--- config.mk ---
export PLATFORM = sky130hd
export DESIGN_NAME = fe_fetch
export DESIGN_NICKNAME = d
export VERILOG_FILES = /design/src/rtl/fe_fetch.sv
export SDC_FILE = /design/constraint.sdc
export NUM_CORES = 1
export LEC_CHECK = 0
export BUFFER_PORTS_ARGS = -buffer_cell sky130_fd_sc_hd__buf_2
export CORE_UTILIZATION = 50
export DETAILED_ROUTE_END_ITERATION = 16
export PLACE_DENSITY = 0.69
export SYNTH_ARGS = -nofsm -noshare
export SYNTH_HDL_FRONTEND = slang
export SYNTH_SLANG_ARGS = --single-unit
--- constraint.sdc ---
create_clock -name clk -period 24.3 [get_ports clk]
set_clock_uncertainty 0.2 [all_clocks]
set_input_delay 4.86 -clock clk [delete_from_list [all_inputs] [get_ports clk]]
set_output_delay 4.86 -clock clk [all_outputs]
set_load 0.01 [all_outputs]
--- src/rtl/fe_fetch.sv ---
// Front-end fetch stage: owns the fetch PC, issues one imem request per cycle under a
// credit limit, and queues in-order responses for decode; redirects flush via an epoch bit.
module fe_fetch #(
    parameter logic [63:0] RESET_PC = 64'h0,
    parameter int unsigned FQ_DEPTH = 4
) (
    input  logic        clk,
    input  logic        rst,
    input  logic        redirect_valid,
    input  logic [63:0] redirect_pc,
    output logic [63:0] bp_pc,
    input  logic [63:0] bp_predicted_pc,
    input  logic        bp_predicted_taken,
    output logic        imem_req_valid,
    input  logic        imem_req_ready,
    output logic [63:0] imem_req_addr,
    input  logic        imem_rsp_valid,
    input  logic [31:0] imem_rsp_data,
    input  logic        imem_rsp_fault,
    output logic        dec_valid,
    input  logic        dec_ready,
    output logic [63:0] dec_pc,
    output logic [31:0] dec_inst,
    output logic        dec_pred_taken,
    output logic [63:0] dec_pred_pc,
    output logic        dec_fault
);
    localparam int unsigned PTR_W = $clog2(FQ_DEPTH);
    localparam int unsigned CNT_W = PTR_W + 1;

    typedef enum logic [0:0] {
        ST_RUN,
        ST_FAULT_STALL
    } state_e;

    typedef struct packed {
        logic [63:0] pc;
        logic [63:0] pred_pc;
        logic        pred_taken;
        logic        epoch;
    } tag_t;

    typedef struct packed {
        logic [63:0] pc;
        logic [31:0] inst;
        logic [63:0] pred_pc;
        logic        pred_taken;
        logic        fault;
    } fq_entry_t;

    state_e           state_q, state_d;
    logic [63:0]      pc_q, pc_d;
    logic             epoch_q, epoch_d;
    logic [CNT_W-1:0] inflight_q, inflight_d;
    logic [CNT_W-1:0] fq_count_q, fq_count_d;
    logic [PTR_W-1:0] tag_wr_q, tag_rd_q;
    logic [PTR_W-1:0] fq_wr_q, fq_rd_q;

    tag_t             tag_mem_q [FQ_DEPTH];
    fq_entry_t        fq_mem_q  [FQ_DEPTH];

    logic [CNT_W:0]   credit_used;
    logic             req_ok;
    logic             accept;
    logic             rsp_take;
    logic             rsp_keep;
    logic             fq_nonempty;
    logic             fq_pop;
    tag_t             tag_head;
    fq_entry_t        fq_head;

    // Outstanding requests plus queued entries may never exceed the queue depth.
    assign credit_used = {1'b0, inflight_q} + {1'b0, fq_count_q};
    assign req_ok      = !rst && (state_q == ST_RUN) && !redirect_valid
                         && (credit_used < (CNT_W + 1)'(FQ_DEPTH));
    assign accept      = req_ok && imem_req_ready;

    assign bp_pc          = pc_q;
    assign imem_req_addr  = pc_q;
    assign imem_req_valid = req_ok;

    assign tag_head = tag_mem_q[tag_rd_q];
    assign rsp_take = imem_rsp_valid && (inflight_q != '0);
    assign rsp_keep = rsp_take && (tag_head.epoch == epoch_q) && !redirect_valid;

    assign fq_head     = fq_mem_q[fq_rd_q];
    assign fq_nonempty = (fq_count_q != '0);
    assign dec_valid   = fq_nonempty && !redirect_valid;
    assign fq_pop      = dec_valid && dec_ready;

    assign dec_pc         = fq_nonempty ? fq_head.pc         : 64'h0;
    assign dec_inst       = fq_nonempty ? fq_head.inst       : 32'h0;
    assign dec_pred_pc    = fq_nonempty ? fq_head.pred_pc    : 64'h0;
    assign dec_pred_taken = fq_nonempty ? fq_head.pred_taken : 1'b0;
    assign dec_fault      = fq_nonempty ? fq_head.fault      : 1'b0;

    // NOTE: every signal written here gets a default first so no latch is inferred.
    always_comb begin
        state_d    = state_q;
        pc_d       = pc_q;
        epoch_d    = epoch_q;
        inflight_d = inflight_q + CNT_W'(accept) - CNT_W'(rsp_take);
        fq_count_d = fq_count_q + CNT_W'(rsp_keep) - CNT_W'(fq_pop);

        if (accept) begin
            pc_d = bp_predicted_pc;
        end
        if (rsp_keep && imem_rsp_fault) begin
            state_d = ST_FAULT_STALL;
        end
        // Redirect wins; the tag FIFO keeps draining so stale responses are dropped by epoch.
        if (redirect_valid) begin
            pc_d       = redirect_pc;
            epoch_d    = ~epoch_q;
            fq_count_d = '0;
            state_d    = ST_RUN;
        end
    end

    // NOTE: state uses non-blocking assignments so every flop samples pre-edge values.
    always_ff @(posedge clk or posedge rst) begin
        if (rst) begin
            state_q    <= ST_RUN;
            pc_q       <= RESET_PC;
            epoch_q    <= 1'b0;
            inflight_q <= '0;
            fq_count_q <= '0;
            tag_wr_q   <= '0;
            tag_rd_q   <= '0;
            fq_wr_q    <= '0;
            fq_rd_q    <= '0;
        end else begin
            state_q    <= state_d;
            pc_q       <= pc_d;
            epoch_q    <= epoch_d;
            inflight_q <= inflight_d;
            fq_count_q <= fq_count_d;
            if (accept) begin
                tag_wr_q <= tag_wr_q + PTR_W'(1);
            end
            if (rsp_take) begin
                tag_rd_q <= tag_rd_q + PTR_W'(1);
            end
            if (redirect_valid) begin
                fq_wr_q <= '0;
                fq_rd_q <= '0;
            end else begin
                if (rsp_keep) begin
                    fq_wr_q <= fq_wr_q + PTR_W'(1);
                end
                if (fq_pop) begin
                    fq_rd_q <= fq_rd_q + PTR_W'(1);
                end
            end
        end
    end

    // NOTE: storage arrays are not reset; pointers and counts define validity, and the
    // decode outputs are masked to zero while the queue is empty.
    always_ff @(posedge clk) begin
        if (accept) begin
            tag_mem_q[tag_wr_q] <= '{pc: pc_q, pred_pc: bp_predicted_pc,
                                     pred_taken: bp_predicted_taken, epoch: epoch_q};
        end
        if (rsp_keep) begin
            fq_mem_q[fq_wr_q] <= '{pc: tag_head.pc, inst: imem_rsp_data,
                                   pred_pc: tag_head.pred_pc,
                                   pred_taken: tag_head.pred_taken,
                                   fault: imem_rsp_fault};
        end
    end

endmodule

-- Yosys cells after proc, flatten, opt, wreduce, memory -nomap -nowiden
Memory sizes are Yosys's and may differ from the RTL's.
Index checks and enable logic that the tools add are counted.
- magnitude comparators: 1
- reduce and logical (&&, ||, !) cells: 18
- eq/ne operators: 1
- $add $sub $neg: 9
- bitwise gates (word level): 2
- mux-type cells: 18
- operators by type and width (cell ; number):
    64-bit two-way mux ; 4
    32-bit two-way mux ; 1
    1-bit logical AND ; 10
    2-bit by 1-bit adder with 2-bit output (second input constant) ; 4
    1-bit two-way mux ; 8
    2-bit two-way mux ; 4
    2-bit nonzero test ; 4
    3-bit by 1-bit adder with 3-bit output ; 2
    3-bit nonzero test ; 2
    3-bit by 1-bit subtractor with 3-bit output ; 2
    3-bit by 3-bit adder with 4-bit output ; 1
    4-bit by 3-bit less-than comparator with 1-bit output (second input constant) ; 1
    3-bit two-way mux ; 1
    1-bit logical NOT ; 2
    1-bit inverter ; 2
    1-bit == test ; 1
- bits in writable memories: 1168
- logic and storage cells: 60
- register bits after elaboration: 80
- memories kept: 2
- output and inout port bits: 292
- memory list (memory ; depth ; width ; rd ports ; clocked after memory_dff ; wr ports ; line ; text):
    fq_mem_q ; 4 ; 162 ; 1 ; 0 ; 1 ; 60 ; fq_entry_t fq_mem_q [FQ_DEPTH];
    tag_mem_q ; 4 ; 130 ; 1 ; 0 ; 1 ; 59 ; tag_t tag_mem_q [FQ_DEPTH];

-- Longest topological paths before layout
- depth in word-level cells: 7
- gate-level depth with buffers: 13
- depth with buffers taken out: 12

-- Worst setup path after synthesis
Ideal clock, no wire load.
- path type: input port to flip-flop
- start: in redirect_valid
- end: mem fq_mem_q[0][0] in the netlist's numbering (enable)
- cell stages on the path: 3
- arrival: 11.452 ns
- slack: 11.993 ns
- cell sequence: buf_2 > buf_1 > nor3b_2
- longest elaborated chain between the ends: 4
- ends and longest elaborated chain (what ; line ; text):
    start, declared ; 9 ; input logic redirect_valid,
    1-bit logical NOT ; 84 ; assign rsp_keep = rsp_take && (tag_head.epoch == epoch_q) && !redirect_valid;
    1-bit logical AND ; 84 ;
    1-bit two-way mux ; 165 ; if (rsp_keep) begin
    1-bit two-way mux (not written as such) ; 166 ; fq_mem_q[fq_wr_q] <= '{pc: tag_head.pc, inst: imem_rsp_data,
    end, declared ; 60 ;
No other way between the ends.

-- Worst setup path in the final report
- start: in redirect_valid
- end: out imem_req_valid
- longest elaborated chain between the ends: 3
- ends and longest elaborated chain (what ; line ; text):
    1-bit logical NOT ; 74 ; assign req_ok = !rst && (state_q == ST_RUN) && !redirect_valid
    1-bit logical AND ; 74 ;
    1-bit logical AND ; 75 ; && (credit_used < (CNT_W + 1)'(FQ_DEPTH));
    end, declared ; 14 ; output logic imem_req_valid,
No other way between the ends.

==> metrics <==
Yosys top cell area share 73.9%; TritonRoute pass-1 iters 5; Seq/Total Area, Yosys 78.1%; H-Tree Depth 4; Cell variety after synth 34; Gate Count Post-Synth 2143; Worst EP arrival between 6 and 7 ns; Placed Cells 3720; die area 96100 um2; Tcrit/Tclk final 46.8%; synth cell count leaders 1168 x edfxtp_1, 292 x mux4_2, 164 x and2_1; die width 310 um; Mean Syn Cell Area 22.1 um2; worst relative slew slack 19.4%; status completed; num ports 460; Overflow after GRT 0; final slew viol count 0; number of flops mapped to enable cells by yosys 1168; Worst Reg-to-Reg Cells 6; CTS sink cnt 1248; row count 112; Startpoint Class primary input; vias per inst 5.64; Finished Layout Cells between 3k and 4k; Starting Density 50.7%; main area contributors after synthesis edfxtp_1 74%, mux4_2 14%, dfrtp_1 4.2%; clk slew on worst S/H paths 0.06 ns; f_max slightly below 90 MHz; CTS Buf Count 130; global-route total usage across every layer 21.1%; Die H 310 um; clk buf depth 3; VDD IR max 0.0666 mV; WL per Instance 25.2 um; vias in the first global route 23.5k; RSZ-0062 raised after global routing false; Crit Path Max Fanout 35; post-DP HPWL 55600 um; Core ar. 93600 um2; path type of the worst min-delay path reg2reg; Final TNS setup 0 ns; Fin Hold WS 0.315 ns; fin nets 2782; P&R area growth vs syn 15.9%; most common cell in the netlist edfxtp_1; Worst-Skew Late Latency 0.73 ns; TritonCTS clock tree yes; placed cell area 50700 um2; Hold Buf Count CTS 0; mapped cell area 47400 um2; Tot Pwr 6.20 mW; Fin. Hold Viols 0; Slew @ Worst Pin 1.21 ns; root buf cell clkbuf_16; share of layout cells above drive strength 1 36.7%; routability cong. 0.721; port bufs 459; Post-DRT Antenna Nets 0; Post-synth ARST share 6.41%; Crit Path Category in2out; Pleak 18.9 nW; Worst EP required between 15 and 20 ns; hold depth 2; net count after synthesis 2327; largest net degree at the start of global routing 77; first-pass GRT wire length 147000 um; design area 55000 um2; Worst Setup End Kind primary output; Max-Cap Viols 0; Power Density about 110 nW/um2; Synth area leader edfxtp_1; FF+latch count, synth ~1.2k; ys flop type edfxtp_1; DRC viols 0; Initial DRC Count 1879; Routed WL 99800 um; vias between 20k and 25k; initial antenna violation count 7; total setup buffers inserted after CTS 0; Final Setup Violations 0; # resized after CTS 0; Synth Warn # 0; Period minus WS final 11.38 ns
-- worst paths after layout --
kind / from / to / slack [ns]
max: redirect_valid / imem_req_valid / 12.92
max in group asynchronous: rst / fq_rd_q[1] / 18.48
min reg2reg: state_q / state_q / 0.32
min: state_q / state_q / 0.32
max reg2reg: tag_rd_q[0] / fq_mem_q[2][31] / 19.85
min in group asynchronous: rst / tag_rd_q[0] / 4.03
-- metrics by stage --
stage / setup WS [ns] / utilization [%]
2_1_floorplan: 11.99 / -
3_3_place_gp: 12.94 / 54.2
3_5_place_dp: 12.94 / 54.2
4_1_cts: 12.94 / 58.8
5_1_grt: 12.89 / 58.8
6_report: 12.92 / 58.8
-- registers in the layout, indices dropped and copies added (netlist names) --
| name | flops |
|---|---|
| epoch_q | 1 |
| tag_mem_q | 520 |
| fq_mem_q | 648 |
| fq_rd_q | 2 |
| inflight_q | 3 |
| tag_rd_q | 2 |
| state_q | 1 |
| tag_wr_q | 2 |
| bp_pc | 64 |
| fq_wr_q | 2 |
| fq_count_q | 3 |
-- cell families after synthesis --
family / Yosys count / share of synthesized area, %
buffers and inverters: 184 / 2.11
adder cells (fa/ha/maj): 16 / 0.454
XOR/XNOR: 11 / 0.243
AO/OA/AOI/OAI: 69 / 0.752
AND/OR/NAND/NOR: 258 / 3.07
multiplexers: 357 / 15.2
flip-flops: 1248 / 78.1
-- cell usage in the layout, fill, tap and decap left out, types with 2 or more instances in the layout --
cell type  instances
edfxtp_1        1168
buf_2            458
mux4_2           292
and2_1           164
clkbuf_16        132
dfrtp_1           76
nand2_1           66
mux2i_1           64
o21ai_0           64
buf_4             37
clkbuf_1          31
clkinv_1          22
clkinv_2          15
ha_1              14
bufinv_16         12
inv_6             11
clkbuf_8          11
inv_1             10
nor2_1             8
xor2_1             5
xnor2_1            5
nor3b_4            4
and3_4             4
dfrtp_4            4
nand3_1            3
clkinv_8           3
nand2b_1           2
nor2b_1            2
fa_1               2
clkinv_4           2
-- report_power, final --
part / switching, mW / internal [mW] / total [mW] / leakage [nW]
sequential: 0.131 / 2.68 / 2.82 / 11.5
combinational: 0.786 / 0.627 / 1.41 / 5.25
clock: 0.801 / 1.17 / 1.97 / 2.09
-- area by class of cell --
class                           instances  area, um2
Tap cell                             1254       1570
Timing Repair Buffer                  496       2580
Inverter                               11       43.8
Antenna cell                            1       2.50
Clock buffer                          174       3570
Multi-Input combinational cell        711       9440
Sequential cell                      1248      37100
Clock inverter                         66        701
Fill cell                            6730      38600
-- metal layers --
layer,share of wire [%],wire length [um],up-vias,GRT usage [%]
li1,-,-,9575,-
met3,5.6,5540,150,4.30
met5,0.049,49,-,0
met1,40,40300,11913,27.2
met4,2.2,2240,8,6.59
met2,52,51700,700,36.0
-- worst max-delay path, cell delays in order --
cell and delay [ns]:
buf_6 0.19, nor4_1 0.58, and3_1 0.37, buf_2 0.25
(Power assumes the default switching activity.)
